$ cat src/rtl/control_unit.sv
// Instruction decoder: maps the opcode/func fields of ir onto registered datapath
// control signals, one cycle after the instruction is presented.
module control_unit (
  input  logic        clk,
  input  logic        rst_n,
  input  logic [31:0] ir,
  output logic [3:0]  alu_op,
  output logic [1:0]  alusc,
  output logic [1:0]  wrreg,
  output logic        sigwr,
  output logic        sigon,
  output logic [1:0]  res,
  output logic [2:0]  br,
  output logic [2:0]  st
);

  logic [5:0] w_opcode;
  logic [3:0] w_func;
  logic [3:0] w_alu_op;
  logic [1:0] w_alusc;
  logic [1:0] w_wrreg;
  logic       w_sigwr;
  logic       w_sigon;
  logic [1:0] w_res;
  logic [2:0] w_br;
  logic [2:0] w_st;

  assign w_opcode = ir[31:26];
  assign w_func   = ir[3:0];

  // Everything defaults to zero so unlisted opcodes/funcs decode as a nop.
  always_comb begin
    w_alu_op = 4'd0;
    w_alusc  = 2'd0;
    w_wrreg  = 2'd0;
    w_sigwr  = 1'b0;
    w_sigon  = 1'b0;
    w_res    = 2'd0;
    w_br     = 3'd0;
    w_st     = 3'd0;
    case (w_opcode)
      6'b000000: begin
        if (w_func <= 4'd8) begin
          w_alu_op = w_func;
          w_wrreg  = 2'd1;
          w_res    = 2'd2;
        end
      end
      6'b000001, 6'b000010, 6'b000011, 6'b000100: begin
        case (w_opcode)
          6'b000010: w_alu_op = 4'd2;
          6'b000011: w_alu_op = 4'd3;
          6'b000100: w_alu_op = 4'd4;
          default:   w_alu_op = 4'd0;
        endcase
        w_alusc = 2'd1;
        w_wrreg = 2'd2;
        w_res   = 2'd2;
      end
      6'b000101: begin
        w_alusc = 2'd1;
        w_sigon = 1'b1;
        w_wrreg = 2'd2;
        w_res   = 2'd3;
      end
      6'b000110: begin
        w_alusc = 2'd1;
        w_sigon = 1'b1;
        w_sigwr = 1'b1;
      end
      6'b000111: begin
        w_br    = 3'd1;
        w_alusc = 2'd3;
      end
      6'b001000: begin
        w_br    = 3'd2;
        w_alusc = 2'd2;
      end
      6'b001001: begin
        w_br    = 3'd3;
        w_alusc = 2'd2;
      end
      6'b001010: begin
        w_br    = 3'd4;
        w_alusc = 2'd2;
      end
      6'b001011: begin
        w_st    = 3'd1;
        w_alusc = 2'd1;
      end
      6'b001100: begin
        w_st    = 3'd2;
        w_alusc = 2'd1;
        w_wrreg = 2'd2;
        w_res   = 2'd3;
      end
      6'b001101: begin
        w_res   = 2'd1;
        w_wrreg = 2'd2;
      end
      default: ;
    endcase
  end

  logic [3:0] r_alu_op;
  logic [1:0] r_alusc;
  logic [1:0] r_wrreg;
  logic       r_sigwr;
  logic       r_sigon;
  logic [1:0] r_res;
  logic [2:0] r_br;
  logic [2:0] r_st;

  always_ff @(posedge clk) begin
    if (!rst_n) begin
      r_alu_op <= 4'd0;
      r_alusc  <= 2'd0;
      r_wrreg  <= 2'd0;
      r_sigwr  <= 1'b0;
      r_sigon  <= 1'b0;
      r_res    <= 2'd0;
      r_br     <= 3'd0;
      r_st     <= 3'd0;
    end else begin
      r_alu_op <= w_alu_op;
      r_alusc  <= w_alusc;
      r_wrreg  <= w_wrreg;
      r_sigwr  <= w_sigwr;
      r_sigon  <= w_sigon;
      r_res    <= w_res;
      r_br     <= w_br;
      r_st     <= w_st;
    end
  end

  assign alu_op = r_alu_op;
  assign alusc  = r_alusc;
  assign wrreg  = r_wrreg;
  assign sigwr  = r_sigwr;
  assign sigon  = r_sigon;
  assign res    = r_res;
  assign br     = r_br;
  assign st     = r_st;

endmodule

$ cat config.mk
export PLATFORM = sky130hd
export DESIGN_NAME = control_unit
export DESIGN_NICKNAME = d
export VERILOG_FILES = /design/src/rtl/control_unit.sv
export SDC_FILE = /design/constraint.sdc
export NUM_CORES = 1
export LEC_CHECK = 0
export BUFFER_PORTS_ARGS = -buffer_cell sky130_fd_sc_hd__buf_2
export CORE_MARGIN = 4
export CORE_UTILIZATION = 34
export DETAILED_ROUTE_END_ITERATION = 8
export MAX_ROUTING_LAYER = met4
export PLACE_DENSITY_LB_ADDON = 0.1
export SLEW_MARGIN = 20
export SYNTH_ARGS = -nofsm -noshare
export SYNTH_HDL_FRONTEND = slang
export SYNTH_SLANG_ARGS = --single-unit
$ cat constraint.sdc
create_clock -name clk -period 1.18 [get_ports clk]
set_input_delay 0.236 -clock clk [delete_from_list [all_inputs] [get_ports clk]]
set_output_delay 0.236 -clock clk [all_outputs]
set_load 0.1 [all_outputs]
==> reports/qor.yml <==
global_route:
  grt_antenna_before_repair: 0
  grt_max_degree: 12
  grt_pass1_wl_mm: 2.24
  grt_usage_pct: 11.1
  grt_overflow: 0
  grt_pass1_vias: 534
placed_design:
  io_buffer_count: 28
  dp_cells: 124
  gp_congestion: 0.712
  hpwl_mm: 1.13
critical_path:
  crit_cells: 1
  crit_arrival_ns: 0.84
  startpoint: "alu_op[1]"
  slowest_delay_ns: 0.38
  cp_cell_sequence: "buf_12"
  endpoint: "alu_op[1]"
  required_ns: 0.94
  cp_max_fo: 1
  crit_type: "reg -> out"
  cp_num_buf_inv: 1
  critPathLaunchType: "flip-flop"
  crit_path_end_kind: "primary output"
  cp_top_family: "flip-flops"
  worst_path_max_delay_cell: "dfxtp_1"
detailed_routing:
  vias: 596
  viasPerCell: 4.66
  drc: 0
  wl_mm: 1.41
  wl_per_cell_um: 11.0
  ant_nets: 0
  drtIter0Drc: 16
  drtPass1Iterations: 4
yosys:
  synth_compound_area_share_pct: 10.3
  yosys.area.top_type_share_pct: 49.9
  synth_seq_cells: 17
  synth_fa_ha_area_share_pct: 0
  synthTopCellsByArea: "dfxtp_1 (50%), nor2_1 (5.0%), nand2b_1 (3.7%)"
  seq_area_frac_synth_pct: 49.9
  synth_cell_types: 27
  syn_inst: 71
  synth_xor_area_share_pct: 0
  yosysWarnings: 0
  yosys-mux-area-fraction_pct: 2.94
  syn_area_um2: 682
  synth_top_family_by_area: "simple AND/OR/NAND/NOR gates"
  yosysTopAreaCell: "dfxtp_1"
  synth-simple-area-share_pct: 29.2
  syn_avg_cell_area_um2: 9.60
  syn-num-nets: 105
sta:
  final-max-slew-violation-count: 0
  fmax_mhz: 925
  min_period_ns: 1.08
  hold_viol_final: 0
  fin_crit_sh_pct: 91.6
  setup_viol: 0
  worst_hold_slack_ns: 0.217
  tns_ns: 0
  grt_setup_unrepaired: "no"
clock_tree:
  postCtsSetupBuffers: 0
  cts_tree: "done"
  clk_pin_slew_worst_paths_ns: 0.09
  clock_path_buffers: 2
  h-tree-depth: 1
  post_cts_resized: 0
  cts_root_buf: "clkbuf_4"
  cts_buffers: 3
  ctsHoldBuffers: 0
  cts_sinks: 17
finish:
  final_cell_mix: "dfxtp_1 (17), buf_12 (17), buf_2 (11)"
  layout.nets: 138
  num_antenna_cells: 0
  drive_gt1_share_pct: 36.9
  area_growth_pct: 65.3
  final_cells: 128
pwr:
  netSwitchingPower_w: 0.000294
  clock_power_share_pct: 27.7
  leakagePower_nw: 0.467
  power_per_cell_area_nw_per_um2: 954
  swShare_pct: 27.3
  peakVddDrop_mv: 0.504
  p_comb_share_pct: 17.9
  p_int_w: 0.000781
  power.total_w: 0.00107
  power_frac_seq_pct: 54.4
floorplanning:
  initial_utilization_pct: 37.5
  die_h_um: 52.8
  fp.coreArea_um2: 1820
  chipWidth_um: 52.8
  ios: 52
  num_rows: 15
  fp.dieArea_um2: 2790
worst_hold_path:
  hp-class: "in -> reg"
status:
  status: "complete, no violations"
flow_run:
  drv_cap: 0
## worst min-delay path by stage
stage,from,end,slack (ns),depth (start not counted)
after floorplan,ir[29],alu_op[2],0.31,1
after global placement,ir[27],alu_op[1],0.50,2
after detailed placement,ir[27],alu_op[1],0.51,2
after CTS,ir[27],alu_op[1],0.21,2
after global routing,ir[27],alu_op[1],0.23,2
final,ir[27],alu_op[1],0.22,2
## sequential cells by signal, summed over array words and instances, names as in the netlist
signal / count
sigwr: 1
sigon: 1
st: 2
br: 3
alusc: 2
res: 2
wrreg: 2
alu_op: 4
## metrics by stage
step	utilization (%)	worst slack (ns)	area (um^2)
2_1_floorplan	-	0.0350	682
3_3_place_gp	60.5	-0.137	1100
3_5_place_dp	60.5	-0.145	1100
4_1_cts	61.9	0.0875	1130
5_1_grt	61.9	0.0684	1130
6_report	61.9	0.0990	1130
## power groups by stage
stage / registers (W) / clock network (W) / logic, W
floorplan: 0.000643 / 0 / 0.0000812
global placement: 0.000598 / 0 / 0.000188
detailed placement: 0.000599 / 0 / 0.000192
CTS: 0.000585 / 0.000306 / 0.000192
global route: 0.000586 / 0.000327 / 0.000204
finish: 0.000585 / 0.000297 / 0.000192
## final cells by class
cell class | count | area (um^2)
timing repair buffer | 33 | 433
multi-input combinational | 48 | 293
sequential | 17 | 340
fill | 168 | 693
inverter | 1 | 3.75
clock buffer | 4 | 26.3
tap | 25 | 31.3
## synthesized netlist by cell type
cell and n:
nand2b_1 4, nand2_1 6, a21oi_1 1, or3b_1 1
a31oi_1 1, conb_1 1, inv_1 1, o21a_1 2
nor2b_1 4, nor3_4 1, nor4b_1 1, and4_1 1
o211a_1 1, mux2i_1 2, dfxtp_1 17, buf_4 3
a211oi_1 1, buf_6 2, nor3b_1 2, and3_1 1
a21oi_2 1, or3_1 1, nand3b_1 1, nor3_1 3
a21boi_1 1, o21ai_0 2, nor2_1 9
## cells by family (layout without fill, tap and decap cells)
group | Yosys count | after routing
compound gates | 10 | 10
buf+inv | 6 | 38
flops | 17 | 17
mux | 2 | 2
other cells | 1 | 1
simple gates | 35 | 35
## per-layer routing
layer	vias up	wire [um]	track usage [%]	part of all wire (%)
met5	-	0	-	0
met3	2	70	2.56	5.0
met1	276	622	12.9	44
met4	0	17	5.11	1.2
met2	16	697	18.0	50
li1	302	-	-	-
Note: power is estimated with default switching activity, not from simulation.
